### src/rtl/fetch_arbiter.sv
// fetch_arbiter: shares one program-memory read channel among NUM_REQUESTERS
// fetchers. One memory transaction is outstanding at a time; the grant is
// round-robin by default, or fixed lowest-index-first when the build macro
// FETCH_ARB_FIXED_PRIO_EN is defined.
//
// Handshake contract (both sides):
//   A fetcher raises req_read_valid[i] with its address. Once granted, the
//   address is captured and later changes are ignored. When memory answers,
//   req_read_ready[i] rises with the instruction on slice i and stays high
//   while req_read_valid[i] stays high; the fetcher ends the transaction by
//   dropping valid, and ready falls on the next edge. On the memory side,
//   mem_read_valid/mem_read_address hold until a cycle with mem_read_ready=1;
//   mem_read_ready seen in any other state is ignored.
//
// dbg_state and dbg_rr_ptr expose the FSM state and round-robin pointer.
module fetch_arbiter #(
  parameter int NUM_REQUESTERS = 4,
  parameter int ADDRESS_BITS   = 8,
  parameter int DATA_BITS      = 16,
  localparam int PTR_W = (NUM_REQUESTERS > 1) ? $clog2(NUM_REQUESTERS) : 1
) (
  input  logic                                 clk,
  input  logic                                 reset,
  input  logic [NUM_REQUESTERS-1:0]            req_read_valid,
  input  logic [NUM_REQUESTERS*ADDRESS_BITS-1:0] req_read_address,
  output logic [NUM_REQUESTERS-1:0]            req_read_ready,
  output logic [NUM_REQUESTERS*DATA_BITS-1:0]  req_read_data,
  output logic                                 mem_read_valid,
  output logic [ADDRESS_BITS-1:0]              mem_read_address,
  input  logic                                 mem_read_ready,
  input  logic [DATA_BITS-1:0]                 mem_read_data,
  output logic [1:0]                           dbg_state,
  output logic [PTR_W-1:0]                     dbg_rr_ptr
);

  typedef enum logic [1:0] {
    IDLE     = 2'd0,
    WAITING  = 2'd1,
    RELAYING = 2'd2
  } state_e;

  state_e                    state_q, state_d;
  logic [PTR_W-1:0]          g_q, g_d;
  logic [PTR_W-1:0]          rr_ptr_q, rr_ptr_d;
  logic                      mem_valid_q, mem_valid_d;
  logic [ADDRESS_BITS-1:0]   mem_addr_q, mem_addr_d;
  logic [NUM_REQUESTERS-1:0] ready_q, ready_d;
  logic [DATA_BITS-1:0]      data_q [NUM_REQUESTERS];
  logic [DATA_BITS-1:0]      data_d [NUM_REQUESTERS];

  logic [ADDRESS_BITS-1:0]   addr_arr [NUM_REQUESTERS];
  logic [PTR_W-1:0]          search_start;
  logic [PTR_W-1:0]          idx;
  logic [PTR_W-1:0]          pick;
  logic                      hit;
  logic [PTR_W-1:0]          next_ptr;

  // Unpack request addresses and pack returned data slices.
  for (genvar i = 0; i < NUM_REQUESTERS; i++) begin : g_slices
    assign addr_arr[i] = req_read_address[i*ADDRESS_BITS +: ADDRESS_BITS];
    assign req_read_data[i*DATA_BITS +: DATA_BITS] = data_q[i];
  end

  assign req_read_ready   = ready_q;
  assign mem_read_valid   = mem_valid_q;
  assign mem_read_address = mem_addr_q;
  assign dbg_state        = state_q;
  assign dbg_rr_ptr       = rr_ptr_q;

`ifdef FETCH_ARB_FIXED_PRIO_EN
  // Fixed priority: search always begins at requester 0.
  assign search_start = '0;
  assign next_ptr     = '0;
`else
  // Round-robin: search begins at the pointer, which moves past the last grant.
  assign search_start = rr_ptr_q;
  assign next_ptr     = PTR_W'((int'(g_q) + 1) % NUM_REQUESTERS);
`endif

  // Find the first valid requester starting at search_start, wrapping around.
  always_comb begin
    hit  = 1'b0;
    pick = '0;
    idx  = '0;
    for (int k = 0; k < NUM_REQUESTERS; k++) begin
      idx = PTR_W'((int'(search_start) + k) % NUM_REQUESTERS);
      if (!hit && req_read_valid[idx]) begin
        hit  = 1'b1;
        pick = idx;
      end
    end
  end

  // Next-state and output logic of the grant / wait / relay FSM.
  always_comb begin
    state_d     = state_q;
    g_d         = g_q;
    rr_ptr_d    = rr_ptr_q;
    mem_valid_d = mem_valid_q;
    mem_addr_d  = mem_addr_q;
    ready_d     = ready_q;
    data_d      = data_q;
    case (state_q)
      IDLE: begin
        if (hit) begin
          g_d         = pick;
          mem_valid_d = 1'b1;
          mem_addr_d  = addr_arr[pick];
          state_d     = WAITING;
        end
      end
      WAITING: begin
        if (mem_read_ready) begin
          data_d[g_q]  = mem_read_data;
          ready_d[g_q] = 1'b1;
          mem_valid_d  = 1'b0;
          state_d      = RELAYING;
        end
      end
      RELAYING: begin
        // Ready is held until the granted fetcher lets go of valid.
        if (!req_read_valid[g_q]) begin
          ready_d[g_q] = 1'b0;
          rr_ptr_d     = next_ptr;
          state_d      = IDLE;
        end
      end
      default: begin
        state_d = IDLE;
      end
    endcase
  end

  // State register with synchronous reset; reset abandons any transaction.
  always_ff @(posedge clk) begin
    if (reset) begin
      state_q     <= IDLE;
      g_q         <= '0;
      rr_ptr_q    <= '0;
      mem_valid_q <= 1'b0;
      mem_addr_q  <= '0;
      ready_q     <= '0;
      for (int i = 0; i < NUM_REQUESTERS; i++) begin
        data_q[i] <= '0;
      end
    end else begin
      state_q     <= state_d;
      g_q         <= g_d;
      rr_ptr_q    <= rr_ptr_d;
      mem_valid_q <= mem_valid_d;
      mem_addr_q  <= mem_addr_d;
      ready_q     <= ready_d;
      for (int i = 0; i < NUM_REQUESTERS; i++) begin
        data_q[i] <= data_d[i];
      end
    end
  end

endmodule

### config.mk
export PLATFORM = sky130hd
export DESIGN_NAME = fetch_arbiter
export DESIGN_NICKNAME = d
export VERILOG_FILES = /design/src/rtl/fetch_arbiter.sv
export SDC_FILE = /design/constraint.sdc
export NUM_CORES = 1
export LEC_CHECK = 0
export CORE_MARGIN = 2
export CORE_UTILIZATION = 25
export CTS_BUF_LIST = sky130_fd_sc_hd__clkbuf_4 sky130_fd_sc_hd__clkbuf_8
export DETAILED_ROUTE_END_ITERATION = 12
export SYNTH_ARGS = -nofsm -noshare
export SYNTH_HDL_FRONTEND = slang
export SYNTH_SLANG_ARGS = --single-unit
### constraint.sdc
create_clock -name clk -period 3.6 [get_ports clk]
set_input_delay 0.9 -clock clk [delete_from_list [all_inputs] [get_ports clk]]
set_output_delay 0.9 -clock clk [all_outputs]
set_load 0.05 [all_outputs]
== Word-level counts from Yosys, hierarchy flattened ==
Index checks and enable logic that the tools add are counted.
Word-level totals
  output and inout bits: 81
  bits in registers: 83
  input port bits: 55
  logic and storage cells: 87
Cells by class
  bitwise gates (word level): 6
  equality and inequality tests: 5
  order comparisons: 9
  add/subtract/negate cells: 4
  multiplexer cells: 36
  reductions and logical operators: 17
Operators with widths (number)
  bitwise mux 64 bit: 1
  demux 16 bit (select 2 bit): 1
  binary-select mux 8 bit (select 2 bit): 1
  two-way mux 16 bit: 1
  two-way mux 8 bit: 2
  < comparator 2 x 3 -> 1 bit, second input constant: 5
  two-way mux 2 bit: 7
  two-way mux 1 bit: 12
  binary-select mux 1 bit (select 2 bit): 5
  AND reduction 3 bit: 3
  two-way mux 4 bit: 2
  case mux 4 bit (2 select lines): 1
  >= comparator 3 bit, second input constant: 2
  != test 2 bit, second input constant: 3
  inverter 2 -> 3 bit: 2
  case mux 2 bit (3 select lines): 1
  AND reduction 2 bit: 3
  logical AND 1 bit: 5
  adder 2 x 1 -> 2 bit, second input constant: 2
  adder 2 bit, second input constant: 2
  AND 4 bit: 1
  inverter 4 bit: 1
  OR 4 bit: 1
  nonzero test 2 bit: 2
  other kinds (9): 11

== Longest topological paths before layout ==
Gate-level depths: netlist of the first run.
  depth after elaboration: 16
  mapped depth: 7
  mapped depth without buffers: 5

== Worst setup path before layout of the first run ==
No wires, ideal clock.
  path kind: input to register
  start point: in req_read_valid[2]
  end point: reg mem_addr_q[5], in the netlist mem_read_address[5]
  setup time: 0.074 ns
  setup slack: 1.430 ns
  data required time: 3.526 ns
  stages: 6
  arrival time: 2.096 ns
  buffers on the path: 1
  path through: mux2i_1 -> o221ai_4 -> buf_12 -> mux2i_1 -> or3_1 -> a31oi_1
On the way
  cells in the longest elaborated chain, start to end: 16
  elaborated cells between the ends (all ways): 27
  classes of those cells: 19 x mux; 1 x bitwise; 7 x reduce/logical
Ends and longest elaborated chain
  from (decl): line 24  | input logic [NUM_REQUESTERS-1:0] req_read_valid,
  binary-select mux 1 bit (select 2 bit): line 87  | if (!hit && req_read_valid[idx]) begin
  two-way mux 1 bit (implied by the code): line 87
  two-way mux 1 bit: line 87
  zero test 1 bit: line 87
  logical AND 1 bit: line 87
  two-way mux 1 bit: line 87
  zero test 1 bit: line 87
  logical AND 1 bit: line 87
  two-way mux 1 bit: line 87
  zero test 1 bit: line 87
  logical AND 1 bit: line 87
  two-way mux 2 bit: line 87
  inverter 2 -> 3 bit (implied by the code): line 108  | mem_addr_d = addr_arr[pick];
  binary-select mux 8 bit (select 2 bit): line 108
  two-way mux 8 bit (implied by the code) (2 in a row): line 108
  to (signal assigned): line 151  | mem_addr_q <= mem_addr_d;
  to (decl): line 46  | logic [ADDRESS_BITS-1:0] mem_addr_q, mem_addr_d;
Several ways; a longest one is shown, not always the timed one. The select of a mux whose other input is x is not followed.
A chain may end at the register's enable or synchronous reset.

== Worst setup path in the final report of the first run ==
  start point: in req_read_valid[0]
  end point: reg mem_addr_q[0], in the netlist mem_read_address[0]
The elaborated chain is that of the path after synthesis.

==> results of run 1 <==
final cells by class:
cell class / count / area (um^2) / area share, %
timing repair buffer: 137 / 1361 / 27.36
inverter: 4 / 15.01 / 0.3017
sequential: 83 / 1662 / 33.39
multi-input combinational: 292 / 1525 / 30.65
tap: 176 / 220.2 / 4.425
clock buffer: 11 / 138.9 / 2.791
clock inverter: 5 / 53.80 / 1.081
flip-flops by register name, summed over array words and instances, names as in the netlist, named ones only:
signal / count
dbg_rr_ptr: 2
dbg_state: 2
g_q: 2
mem_read_address: 8
mem_read_valid: 1
req_read_data: 64
layout by cell type, fill, tap and decap left out, drive strengths merged:
master         instances
nor3                   1
clkbuf                11
nand3b                 4
o221ai                 5
inv                    4
a31oi                  5
nor3b                  2
o21ai                  1
mux4                   1
or3b                   1
nor2                  10
nand2b                 2
ha                     4
a211oi                 1
o22a                   1
o21a                   1
dfxtp                 83
a2111oi                1
or3                    9
nor4                   1
o22ai                  1
clkdlybuf4s50        134
and2                   5
a21oi                 73
a21boi                 1
buf                    3
clkinv                 4
mux2i                 19
bufinv                 1
nand2                143
metrics by stage:
step / power [mW] / area, um^2 / hold WS [ns] / util (%)
after floorplan: 1.200 / 3351 / 0.5401 / -
after global placement: 1.343 / 4783 / 0.4425 / 36.26
after detailed placement: 1.349 / 4783 / 0.4492 / 36.26
after CTS: 2.012 / 4976 / 0.4610 / 37.73
after global routing: 2.070 / 4976 / 0.4719 / 37.73
final: 1.989 / 4976 / 0.4581 / 37.73
worst max path at each step:
stage                                      to  slack, ns  cells past startpoint
after floorplan           mem_read_address[5]       1.43                      6
after global placement    mem_read_address[0]       0.69                      6
after detailed placement  mem_read_address[6]       0.58                      6
after CTS                       dbg_rr_ptr[1]       0.93                      1
after global routing      mem_read_address[4]       0.73                      6
final                     mem_read_address[0]       0.95                      6
cells by family (layout without fill, tap and decap cells):
group | Yosys count | count (layout) | synth area share [%]
flip-flops | 83 | 83 | 49.59
AND/OR/NAND/NOR | 178 | 178 | 22.44
AO/OA/AOI/OAI | 90 | 90 | 15.24
adder cells (fa/ha/maj) | 4 | 4 | 1.494
buffers and inverters | 29 | 157 | 4.891
multiplexers | 20 | 20 | 6.348
critical path, delay by kind of cell:
kind | cells | cell delay (ns)
and+or+nand+nor | 1 | 0.32
AOI/OAI and AO/OA | 2 | 0.76
buffers and inverters | 1 | 0.60
muxes | 2 | 0.33
routing by layer:
layer / global-route usage (%) / vias up
met1: 19.14 / 1494
met3: 2.662 / 15
met2: 22.68 / 97
met5: 0 / -
li1: - / 1604
met4: 6.397 / 0
power groups by stage:
stage               logic (mW)  clock network, mW  registers [mW]
finish                   0.359              0.663           0.967
floorplan                0.118                  0            1.08
CTS                      0.361              0.684           0.967
global placement         0.355                  0           0.988
global route             0.383              0.716           0.971
detailed placement       0.360                  0           0.989
==> impl_summary.log, run 1 <==
[metrics] routed vias/inst: 4.534
[metrics] via count of the first global-routing pass: 2,997
[metrics] latest clock arrival within the worst-skew pair: 0.35 ns
[metrics] Area contributors post-synth: sky130_fd_sc_hd__dfxtp_1 (50%), sky130_fd_sc_hd__nand2_1 (16%), sky130_fd_sc_hd__a21oi_1 (11%)
[metrics] cell with the most instances after synthesis: sky130_fd_sc_hd__nand2_1
[metrics] type of element launching the critical path: input port
[metrics] Hold Crit Endpoint: req_read_data[22]
[metrics] layout cells sized above 1: 4.699%
[metrics] Post-Synthesis Mean Instance Area: 8.294 um^2
[metrics] synthesized flop and latch total: 83
[metrics] clock share of power: 33.4%
[metrics] most frequently used flop master after synthesis: sky130_fd_sc_hd__dfxtp_1
[metrics] most prevalent standard cell on the critical path: sky130_fd_sc_hd__mux2i_1
[metrics] crit path max fanout: 16
[metrics] Logic pwr share: 18.0%
[metrics] post-CTS setup buffer count: 0
[metrics] wirelength, routed: 10,370 um
[metrics] WL per Instance: 14.64 um
[metrics] number of buffers added by the clock tree synthesis step: 9
[metrics] Post-Synthesis Cell Area: 3351 um^2
[metrics] Switch Pwr: 0.5637 mW
[metrics] met2 WL: 4835 um
[metrics] critical register-to-register path endpoint: req_read_data[34]
[metrics] worst-case setup margin in the final layout: 0.9533 ns
[metrics] kind of path behind the tightest hold check: flip-flop to flip-flop
[metrics] total negative setup slack: 0 ns
[metrics] CTS tree: yes
[metrics] count of cell types in the netlist: 31
[metrics] HPWL after detailed placement: 7617 um
[metrics] placer's final routability congestion estimate: 0.8270
[metrics] clock-pin slew on the worst setup and hold paths: 0.08 ns
[metrics] wire length of the first global-routing pass: 16,050 um
[metrics] cell-internal power: 1.425 mW
[metrics] crit path DAT: 2.93 ns
[metrics] crit path max-delay cell type: sky130_fd_sc_hd__clkdlybuf4s50_1
[metrics] worst setup path startpoint: req_read_valid[0]
[metrics] count of instances resized after the clock tree is built: 0
[metrics] number of detailed-route iterations in the first pass: 6
[metrics] number of placed instances, taps included: 692
[metrics] min Tclk post-route: 2.647 ns
[metrics] Post-synth ARST share: 0%
[metrics] Die ar.: 14,340 um^2
[metrics] final cycle utilization of the critical path: 73.52%
[metrics] count of maximum capacitance violations: 0
[metrics] Max Clk Rate: 377.8 MHz
[metrics] most numerous cell types in the synthesized netlist: sky130_fd_sc_hd__nand2_1 (143), sky130_fd_sc_hd__dfxtp_1 (83), sky130_fd_sc_hd__a21oi_1 (73)
[metrics] num rows: 42
[metrics] worst endpoint required time: 3.88 ns
[metrics] worst reg-to-reg path cell count: 5
[metrics] Slowest Stage Delay on Critical Path: 0.60 ns
[metrics] part of the power in registers: 48.6%
[metrics] switching share of power: 28.34%
[metrics] Critical Setup Path Class: input port to flip-flop
[metrics] worst reg-to-reg setup slack: 1.56 ns
[metrics] Root Buffer: sky130_fd_sc_hd__clkbuf_8
[metrics] initial antenna violation count: 0
[metrics] Residual DRC: 0
[metrics] number of antenna cells inserted: 0
[metrics] Finished Layout Cells: 708
[metrics] number of nets with antenna violations after detailed routing: 0
[metrics] cell-by-cell trace of the critical path: clkdlybuf4s50_1 > mux2i_1 > o221ai_4 > mux2i_1 > or3_1 > a31oi_1
[metrics] portion of synthesized cell area occupied by the leading cell type: 49.59%
[metrics] top-level port count: 136
[metrics] count of flip-flops with a built-in enable after synthesis: 0
[metrics] status: finished, final reports clean
[metrics] power density over the cells: 399.7 nW/um^2
[metrics] sequential cell area fraction in the yosys report: 49.59%
[metrics] number of H-tree levels: 3
[metrics] hold_buf cts: 0
[metrics] origin of the worst min-delay path: req_read_data[22]
[metrics] IO Port Bufs: 135
[metrics] gate count of the mapped netlist: 404
[metrics] largest net degree at the start of global routing: 41
[metrics] DRT met1 WL: 4751 um
[metrics] Setup Skew: 0.006180 ns
[metrics] maximum buffer depth of the clock tree: 2
[metrics] actual transition at the worst max-transition pin: 0.7307 ns
[metrics] total setup violations reported at the end of the flow: 0
[metrics] Yosys warning count: 0
[metrics] die height: 119.8 um
[metrics] worst setup timing slack at the placement stage: 0.5845 ns
[metrics] number of cells on the worst hold path: 2
[metrics] number of pins with negative max-slew slack in the final report: 0
[metrics] count of routing violations after the opening detailed-route iteration: 286
[metrics] count of final hold-check violations: 0
[metrics] uppermost layer routed: met4
[metrics] total global routing track utilization: 14.37%
[metrics] Synthesized Nets: 463
[metrics] worst vdd rail ir drop: 0.1444 mV
[metrics] RSZ-0062 raised after global routing: false
[metrics] launching point of the worst reg2reg path: dbg_state[0]
[metrics] nets: 586
[metrics] worst slew slack as a fraction of its limit: 51.28%
[metrics] Fill cells: 1,320
[metrics] leak pwr: 1.709 nW
[metrics] total number of clock tree sinks: 83
[metrics] remaining global-route overflow: 0
[metrics] initial core utilization: 25.40%
[metrics] routed wl met3: 554 um
[metrics] Floorplan Core Area: 13,190 um^2
[metrics] endpoint kind of the worst setup timing path: flip-flop
[metrics] DR vias: 3,210
[metrics] largest area contributor in the synthesized netlist: sky130_fd_sc_hd__dfxtp_1
[metrics] layout overhead on the synthesized area: 48.51%
[metrics] Die Width: 119.8 um
(Power assumes the default switching activity.)
==> run 2, diff against run 1 <==
clock period = 2.2 ns   (was 3.6 ns; I/O delays follow)
==> impl_summary.log, run 2 (synthesis results as in run 1) <==
[metrics] status: finished, final reports clean
[metrics] top-level port count: 136 (unchanged)
[metrics] Die ar.: 14,340 um^2 (unchanged)
[metrics] worst hold slack across all endpoints: 0.4577 ns (-0.0004150 ns)
[metrics] worst setup timing slack at the placement stage: -0.2643 ns (-0.8488 ns)
[metrics] Final Instance Area: 5179 um^2 (+4.1%)
[metrics] total global routing track utilization: 14.62% (+0.24 points)
[metrics] leak pwr: 1.841 nW (+7.7%)
[metrics] number of flip-flops under the largest register name: 64 (unchanged)
[metrics] number of cells on the worst hold path: 2 (unchanged)
[metrics] Fill cells: 1,342 (+1.7%)
[metrics] cell-by-cell trace of the critical path: clkdlybuf4s50_1
[metrics] worst slew slack as a fraction of its limit: 62.10% (+11 points)
[metrics] origin of the worst min-delay path: req_read_data[39]
[metrics] Slowest Stage Delay on Critical Path: 0.85 ns (+0.25 ns)
[metrics] Max Clk Rate: 478.8 MHz
[metrics] worst reg-to-reg setup slack: 0.31 ns (-1.25 ns)
[metrics] Root Buffer: sky130_fd_sc_hd__clkbuf_8
[metrics] HPWL after detailed placement: 7725 um (+1.4%)
[metrics] crit path max fanout: 2 (-14)
[metrics] count of final hold-check violations: 0 (unchanged)
[metrics] total setup violations reported at the end of the flow: 0 (unchanged)
[metrics] nets: 603 (+2.9%)
[metrics] Switch Pwr: 0.9088 mW (+61%)
[metrics] via count of the first global-routing pass: 3,052 (+1.8%)
[metrics] cell-internal power: 2.421 mW (+70%)
[metrics] placer's final routability congestion estimate: 0.8250 (-0.24%)
[metrics] crit path DAT: 1.54 ns (-1.39 ns)
[metrics] RSZ-0062 raised after global routing: false
[metrics] Die Width: 119.8 um (unchanged)
[metrics] maximum buffer depth of the clock tree: 2 (unchanged)
[metrics] number of buffers added by the clock tree synthesis step: 9 (unchanged)
[metrics] number of nets with antenna violations after detailed routing: 0 (unchanged)
[metrics] number of pins with negative max-slew slack in the final report: 0 (unchanged)
[metrics] final cycle utilization of the critical path: 94.94%
[metrics] layout overhead on the synthesized area: 54.56%
[metrics] switching share of power: 27.30% (-1.0 points)
[metrics] count of maximum capacitance violations: 0 (unchanged)
[metrics] wire length of the first global-routing pass: 16,330 um (+1.8%)
[metrics] remaining global-route overflow: 0 (unchanged)
[metrics] worst endpoint required time: 1.65 ns (-2.23 ns)
[metrics] clock share of power: 33.7% (+0.3 points)
[metrics] count of routing violations after the opening detailed-route iteration: 211 (-26%)
[metrics] count of buffering cells on the critical path with inverters included: 1 (unchanged)
[metrics] actual transition at the worst max-transition pin: 0.5667 ns (-0.1640 ns)
[metrics] wirelength, routed: 10,480 um (+1.1%)
[metrics] total number of clock tree sinks: 83 (unchanged)
[metrics] num rows: 42 (unchanged)
[metrics] min Tclk post-route: 2.089 ns
[metrics] routed vias/inst: 4.481 (-1.2%)
[metrics] total negative setup slack: 0 ns (unchanged)
[metrics] launching point of the worst reg2reg path: dbg_rr_ptr[1]
[metrics] power density over the cells: 642.9 nW/um^2 (+61%)
[metrics] layout cells sized above 1: 8.212% (+3.5 points)
[metrics] Top delay family on crit path: buffers and inverters
[metrics] number of antenna cells inserted: 0 (unchanged)
[metrics] critical register-to-register path endpoint: mem_read_address[5]
[metrics] Logic pwr share: 18.6% (+0.6 points)
[metrics] number of detailed-route iterations in the first pass: 4 (-2)
[metrics] endpoint kind of the worst setup timing path: output pin
[metrics] cell area after placement: 4956 um^2 (+3.6%)
[metrics] highest-count cells in the layout ignoring fill and taps: sky130_fd_sc_hd__nand2_1 (143), sky130_fd_sc_hd__clkdlybuf4s50_1 (128), sky130_fd_sc_hd__dfxtp_1 (83), sky130_fd_sc_hd__a21oi_1 (73), sky130_fd_sc_hd__mux2i_1 (19)
[metrics] Hold Crit Endpoint: req_read_data[39]
[metrics] clock-pin slew on the worst setup and hold paths: 0.08 ns (about the same)
[metrics] CTS tree: yes
[metrics] IO Port Bufs: 135 (unchanged)
[metrics] initial antenna violation count: 0 (unchanged)
[metrics] DR vias: 3,244 (+1.1%)
[metrics] WL per Instance: 14.48 um (-1.1%)
[metrics] worst reg-to-reg path cell count: 6 (+1)
[metrics] part of the power in registers: 47.6% (-1.0 points)
[metrics] worst-case setup margin in the final layout: 0.1113 ns (-0.8420 ns)
[metrics] latest clock arrival within the worst-skew pair: 0.35 ns (about the same)
[metrics] kind of path behind the tightest hold check: flip-flop to flip-flop
[metrics] Residual DRC: 0 (unchanged)
[metrics] number of H-tree levels: 3 (unchanged)
[metrics] total power draw: 3.329 mW (+67%)
[metrics] Floorplan Core Area: 13,190 um^2 (unchanged)
[metrics] initial core utilization: 25.40% (unchanged)
[metrics] crit path max-delay cell type: sky130_fd_sc_hd__clkdlybuf4s50_1
[metrics] worst vdd rail ir drop: 0.2487 mV (+72%)
[metrics] type of element launching the critical path: flip-flop
[metrics] commonest non-fill, non-tap cell in the layout: sky130_fd_sc_hd__nand2_1
[metrics] largest net degree at the start of global routing: 66 (+61%)
[metrics] die height: 119.8 um (unchanged)
[metrics] Setup Skew: 0.006354 ns (+0.0001742 ns)
[metrics] Critical Setup Path Class: flip-flop to output pin
## run 2: changes by cell type in the layout (fill, tap and decap cells not counted)
cell / before / now
sky130_fd_sc_hd__buf_12: 0 / 6
sky130_fd_sc_hd__buf_4: 2 / 17
sky130_fd_sc_hd__clkbuf_8: 9 / 11
sky130_fd_sc_hd__clkdlybuf4s50_1: 134 / 128
sky130_fd_sc_hd__clkinv_2: 3 / 1
sky130_fd_sc_hd__clkinv_4: 1 / 0
sky130_fd_sc_hd__dlygate4sd2_1: 0 / 1
sky130_fd_sc_hd__dlymetal6s2s_1: 0 / 1
## run 2: worst register-to-register path, cell delays in order (launching register included)
cell and delay [ns]:
sky130_fd_sc_hd__dfxtp_1 0.53, sky130_fd_sc_hd__mux2i_1 0.38, sky130_fd_sc_hd__o221ai_4 0.16, sky130_fd_sc_hd__buf_12 0.17, sky130_fd_sc_hd__mux2i_1 0.11, sky130_fd_sc_hd__or3_1 0.31, sky130_fd_sc_hd__a31oi_1 0.16
## run 2: power by group through the flow
stage               registers [mW]  clock network, mW  logic (mW)
floorplan                     1.77                  0       0.193
global placement              1.62                  0       0.612
detailed placement            1.62                  0       0.619
CTS                           1.59               1.16       0.620
global route                  1.59               1.22       0.662
finish                        1.59               1.12       0.621
## run 2: area by class of cell
type                       instances  area, um^2  area share [%]
clock inverter                     2       35.03          0.6765
clock buffer                      13       166.4           3.213
tap                              176       220.2           4.252
inverter                           4       15.01          0.2899
sequential                        83        1662           32.08
multi-input combinational        292        1525           29.45
timing repair buffer             154        1555           30.03
## run 2: worst max path at each step
stage                               end  slack (ns)  cells after the start         startpoint
floorplan           mem_read_address[5]        0.06                      7      dbg_rr_ptr[1]
global route        mem_read_address[4]        0.04                      6  req_read_valid[2]
CTS                        dbg_state[0]        0.02                      1       dbg_state[0]
finish                 req_read_data[5]        0.11                      1   req_read_data[5]
global placement    mem_read_address[0]       -0.18                      6  req_read_valid[0]
detailed placement  mem_read_address[1]       -0.26                      6  req_read_valid[0]
## run 2: layer usage
layer	part of all wire (%)	GRT usage [%]	vias to the layer above
met4	2.3	7.426	0
met5	0	0	-
met2	46	22.71	92
met1	46	19.39	1506
li1	-	-	1630
met3	5.1	2.709	16
## run 2: what timing repair did
action / 4_1_cts / 5_1_grt
pin swaps: 0 / 1
resized for setup: 1 / 1
endpoints found under the setup margin: 1 / 3
hold buffers: 0 / 0
setup buffers: 0 / 1
## run 2: stage by stage
stage / utilization [%] / std cells
after detailed placement: 37.57 / 708
after global routing: 39.26 / 724
after global placement: 37.57 / 708
after floorplan: - / 404
after CTS: 39.09 / 723
final: 39.26 / 724
==> run 3, diff against run 2 <==
CAP_MARGIN = 20   (was default)
HOLD_SLACK_MARGIN = 0.1   (was default)
PLACE_DENSITY_LB_ADDON = 0.25   (was default)
==> impl_summary.log, run 3 (synthesis results as in run 1) <==
[metrics] total setup violations reported at the end of the flow: 0 (unchanged)
[metrics] remaining global-route overflow: 0 (unchanged)
[metrics] wire length of the first global-routing pass: 16,280 um (-0.34%)
[metrics] HPWL after detailed placement: 7765 um (+0.52%)
[metrics] Floorplan Core Area: 13,190 um^2 (unchanged)
[metrics] worst slew slack as a fraction of its limit: 62.89% (+0.79 points)
[metrics] number of placed instances, taps included: 710 (+0.28%)
[metrics] worst vdd rail ir drop: 0.2582 mV (+3.8%)
[metrics] total number of clock tree sinks: 83 (unchanged)
[metrics] cell-internal power: 2.403 mW (-0.71%)
[metrics] number of detailed-route iterations in the first pass: 7 (+3)
[metrics] Top delay family on crit path: buffers and inverters
[metrics] worst reg-to-reg path cell count: 6 (unchanged)
[metrics] initial antenna violation count: 0 (unchanged)
[metrics] Logic pwr share: 18.9% (+0.3 points)
[metrics] number of nets with antenna violations after detailed routing: 0 (unchanged)
[metrics] WL per Instance: 14.49 um (+0.12%)
[metrics] worst setup timing slack at the placement stage: -0.2704 ns (-0.006120 ns)
[metrics] min Tclk post-route: 2.087 ns (-0.001293 ns)
[metrics] Finished Layout Cells: 727 (+0.41%)
[metrics] hold_buf cts: 0 (unchanged)
[metrics] origin of the worst min-delay path: req_read_data[44]
[metrics] count of maximum capacitance violations: 0 (unchanged)
[metrics] latest clock arrival within the worst-skew pair: 0.35 ns (about the same)
[metrics] Final Instance Area: 5191 um^2 (+0.24%)
[metrics] initial core utilization: 25.40% (unchanged)
[metrics] commonest non-fill, non-tap cell in the layout: sky130_fd_sc_hd__nand2_1
[metrics] Root Buffer: sky130_fd_sc_hd__clkbuf_8
[metrics] clock-pin slew on the worst setup and hold paths: 0.09 ns (about the same)
[metrics] endpoint kind of the worst setup timing path: output pin
[metrics] Die ar.: 14,340 um^2 (unchanged)
[metrics] IO Port Bufs: 135 (unchanged)
[metrics] number of pins with negative max-slew slack in the final report: 0 (unchanged)
[metrics] worst-case setup margin in the final layout: 0.1126 ns (+0.001293 ns)
[metrics] number of antenna cells inserted: 0 (unchanged)
[metrics] cell area after placement: 4964 um^2 (+0.15%)
[metrics] Critical Setup Path Class: flip-flop to output pin
[metrics] number of buffers added by the clock tree synthesis step: 9 (unchanged)
[metrics] number of flip-flops under the largest register name: 64 (unchanged)
[metrics] power density over the cells: 642.8 nW/um^2 (about the same)
[metrics] Hold Crit Endpoint: req_read_data[44]
[metrics] crit path max-delay cell type: sky130_fd_sc_hd__clkdlybuf4s50_1
[metrics] die height: 119.8 um (unchanged)
[metrics] switching share of power: 27.98% (+0.68 points)
[metrics] number of cells on the worst hold path: 2 (unchanged)
[metrics] maximum buffer depth of the clock tree: 2 (unchanged)
[metrics] largest net degree at the start of global routing: 65 (-1.5%)
[metrics] clock share of power: 33.7% (about the same)
[metrics] final cycle utilization of the critical path: 94.88% (about the same)
[metrics] routed vias/inst: 4.406 (-1.7%)
[metrics] Fill cells: 1,318 (-1.8%)
[metrics] Switch Pwr: 0.9337 mW (+2.7%)
[metrics] Slowest Stage Delay on Critical Path: 0.82 ns (-0.03 ns)
[metrics] count of routing violations after the opening detailed-route iteration: 192 (-9.0%)
[metrics] crit path DAT: 1.54 ns (about the same)
[metrics] highest-count cells in the layout ignoring fill and taps: sky130_fd_sc_hd__nand2_1 (143), sky130_fd_sc_hd__clkdlybuf4s50_1 (127), sky130_fd_sc_hd__dfxtp_1 (83), sky130_fd_sc_hd__a21oi_1 (73), sky130_fd_sc_hd__buf_4 (22)
[metrics] worst endpoint required time: 1.65 ns (about the same)
[metrics] DR vias: 3,203 (-1.3%)
[metrics] RSZ-0062 raised after global routing: false
[metrics] Multi-input gate area: 1530 um^2 (+0.33%)
[metrics] Die Width: 119.8 um (unchanged)
[metrics] via count of the first global-routing pass: 3,078 (+0.85%)
[metrics] Residual DRC: 0 (unchanged)
[metrics] num rows: 42 (unchanged)
[metrics] cell-by-cell trace of the critical path: clkdlybuf4s50_1
[metrics] flip-flop and latch area: 1662 um^2 (unchanged)
[metrics] crit path max fanout: 2 (unchanged)
[metrics] leak pwr: 1.834 nW (-0.42%)
[metrics] total global routing track utilization: 14.60% (about the same)
[metrics] actual transition at the worst max-transition pin: 0.5549 ns (-0.01187 ns)
[metrics] critical register-to-register path endpoint: mem_read_address[3]
[metrics] Setup Skew: 0.01059 ns (+0.004241 ns)
[metrics] total negative setup slack: 0 ns (unchanged)
[metrics] part of the power in registers: 47.4% (-0.2 points)
[metrics] launching point of the worst reg2reg path: dbg_rr_ptr[1]
[metrics] layout overhead on the synthesized area: 54.93%
[metrics] nets: 605 (+0.33%)
[metrics] worst reg-to-reg setup slack: 0.31 ns (about the same)
[metrics] status: finished, final reports clean
[metrics] top-level port count: 136 (unchanged)
[metrics] Max Clk Rate: 479.1 MHz (about the same)
[metrics] placer's final routability congestion estimate: 0.7688 (-6.8%)
[metrics] type of element launching the critical path: flip-flop
[metrics] wirelength, routed: 10,540 um (+0.53%)
[metrics] Layout Utilization: 39.36% (+0.095 points)
[metrics] CTS tree: yes
[metrics] kind of path behind the tightest hold check: flip-flop to flip-flop
[metrics] number of H-tree levels: 3 (unchanged)
[metrics] count of buffering cells on the critical path with inverters included: 1 (unchanged)
[metrics] count of final hold-check violations: 0 (unchanged)
[metrics] layout cells sized above 1: 9.437% (+1.2 points)
==> run 3: cell type report <==
cell class                      instances  share of cell area, %
Timing Repair Buffer                  156                  30.08
Sequential cell                        83                  32.01
Clock inverter                          4                 0.9641
Tap cell                              176                  4.242
Inverter                                4                 0.2892
Clock buffer                           12                  2.940
Multi-Input combinational cell        292                  29.48
==> run 3: routing by layer <==
| layer | GRT usage [%] | wire (um) | vias up |
|---|---|---|---|
| met5 | 0 | 0 | - |
| met4 | 7.206 | 246 | 0 |
| li1 | - | - | 1634 |
| met2 | 23.82 | 5012 | 66 |
| met3 | 2.947 | 451 | 17 |
| met1 | 18.37 | 4825 | 1486 |
==> run 3: how the worst max path moves through the flow <==
stage	from	end	slack, ns	cells past startpoint
floorplan	dbg_rr_ptr[1]	mem_read_address[5]	0.06	7
global route	req_read_valid[0]	mem_read_address[1]	0.07	7
CTS	req_read_data[48]	req_read_data[48]	0.09	1
finish	req_read_data[20]	req_read_data[20]	0.11	1
global placement	req_read_valid[0]	mem_read_address[0]	-0.18	6
detailed placement	req_read_valid[0]	mem_read_address[3]	-0.27	6
==> run 3: per-stage QoR <==
step,hold slack (ns),power [mW]
after detailed placement,0.4475,2.244
after CTS,0.4594,3.369
after floorplan,0.5401,1.964
after global routing,0.4798,3.480
final,0.4561,3.337
after global placement,0.4423,2.236
==> run 3: power by group through the flow <==
stage	clock (mW)	sequential, mW	combinational, mW
floorplan	0	1.77	0.193
global placement	0	1.62	0.620
detailed placement	0	1.62	0.625
CTS	1.16	1.58	0.627
global route	1.22	1.59	0.671
finish	1.12	1.58	0.631
==> run 3: timing repair <==
action,in CTS,in global routing
resized for setup,0,1
setup endpoints to repair,0,10
buffers inserted,0,1
==> RTL change: new RTL, settings of run 3 <==
Set the parameter `DATA_BITS` to 18 (it was 16).
--- a/src/rtl/fetch_arbiter.sv
+++ b/src/rtl/fetch_arbiter.sv
@@ -16,7 +16,7 @@
 module fetch_arbiter #(
   parameter int NUM_REQUESTERS = 4,
   parameter int ADDRESS_BITS   = 8,
-  parameter int DATA_BITS      = 16,
+  parameter int DATA_BITS      = 18,
   localparam int PTR_W = (NUM_REQUESTERS > 1) ? $clog2(NUM_REQUESTERS) : 1
 ) (
   input  logic                                 clk,
Interface: changed (resized mem_read_data and req_read_data); port bits go from 136 to 146. The function was not compared with the original's and may differ.
==> RTL change against run 3 <==
Sequential cell count up 8. Final area up 7.1%. Setup slack worse by 0.040 ns. Synthesized area up 6.3%. Die area up 6.1%. Worst hold slack better by 0.0011 ns. Total power up 2.6%. Wire length up 6.3%. Highest routed layer unchanged.
==> RTL change: results <==
{
  "insertion_delay_ns": 0.37,
  "cts_buffers": 9,
  "yosys-top-cells-area": "dfxtp_1 51%, nand2_1 16%, a21oi_1 12%",
  "fillers": 1421,
  "use_met3_pct": 3.41,
  "p_comb_w": 0.000650,
  "slowest_stage": "clkdlybuf4s50_1",
  "placed_area_um2": 5370,
  "drive_gt1_share_pct": 9.62,
  "io_buffers": 145,
  "drt_iter0_drc": 197,
  "grt.total_usage_pct": 15.0,
  "cts_root_buf": "clkbuf_8",
  "powerClk_w": 0.00104,
  "final_cells": 783,
  "worstPathMaxFanout": 2,
  "nNetsFinal": 659,
  "wl_met3_um": 619,
  "slew_headroom_pct": 62.6,
  "syn_inst": 439,
  "dp_slack_ns": -0.349,
  "post_cts_buffers": 0,
  "place_inst": 766,
  "first_global_vias": 3281,
  "routed-wl-met2_mm": 5.21,
  "ir_drop_v": 0.000265,
  "final_core_util_pct": 40.1,
  "power.leakage_nw": 1.91,
  "ys_warn_count": 0,
  "antenna_found_initial": 0,
  "largest_reg_flops": 72,
  "cts_resized": 1,
  "dr.pass1.iters": 7,
  "ys_types": 37,
  "wl_per_cell_um": 14.3,
  "drc_errors": 0,
  "dp_hpwl_mm": 8.29,
  "clkPwrFrac_pct": 30.5,
  "switching_share_pct": 29.9,
  "cp.arrival_ns": 1.58,
  "gp_congestion": 0.838,
  "drt-met1-wl_mm": 5.18,
  "gr-usage-met2_pct": 23.0,
  "worst_clock_skew_ns": 0.0116,
  "synth-edff-count": 0,
  "synth_common_cells": "152 x nand2_1, 91 x dfxtp_1, 87 x a21oi_1",
  "grt_pass1_wl_mm": 17.3,
  "outcome": "finished, final reports clean",
  "synth-seq-area-share_pct": 51.1,
  "via_count": 3545,
  "met1_usage_pct": 20.2,
  "grt_max_degree": 55,
  "h-tree-depth": 3,
  "syn_nets": 500
}
==> RTL change: layout make-up <==
type | instances | share of cell area [%]
tap | 180 | 4.05
multi-input combinational | 320 | 29.2
timing repair buffer | 172 | 30.6
inverter | 4 | 0.270
clock buffer | 10 | 2.36
clock inverter | 6 | 0.720
sequential | 91 | 32.8
==> RTL change: worst paths after layout <==
check / startpoint / to / slack (ns) / depth (start not counted)
worst max-delay path: flip-flop / req_read_ready[2] / 0.07 / 1
worst max register to register: dbg_rr_ptr[1] / mem_read_address[6] / 0.32 / 6
worst min-delay path: req_read_data[26] / req_read_data[26] / 0.46 / 2
worst min register to register: req_read_data[26] / req_read_data[26] / 0.46 / 2
==> RTL change: cells by family after synthesis <==
group,after synthesis,synth area share [%]
AOI/OAI and AO/OA,116,18.6
adders and majority gates,4,1.40
buffers and inverters,28,3.34
DFF,91,51.1
muxes,11,3.83
and+or+nand+nor,189,21.7
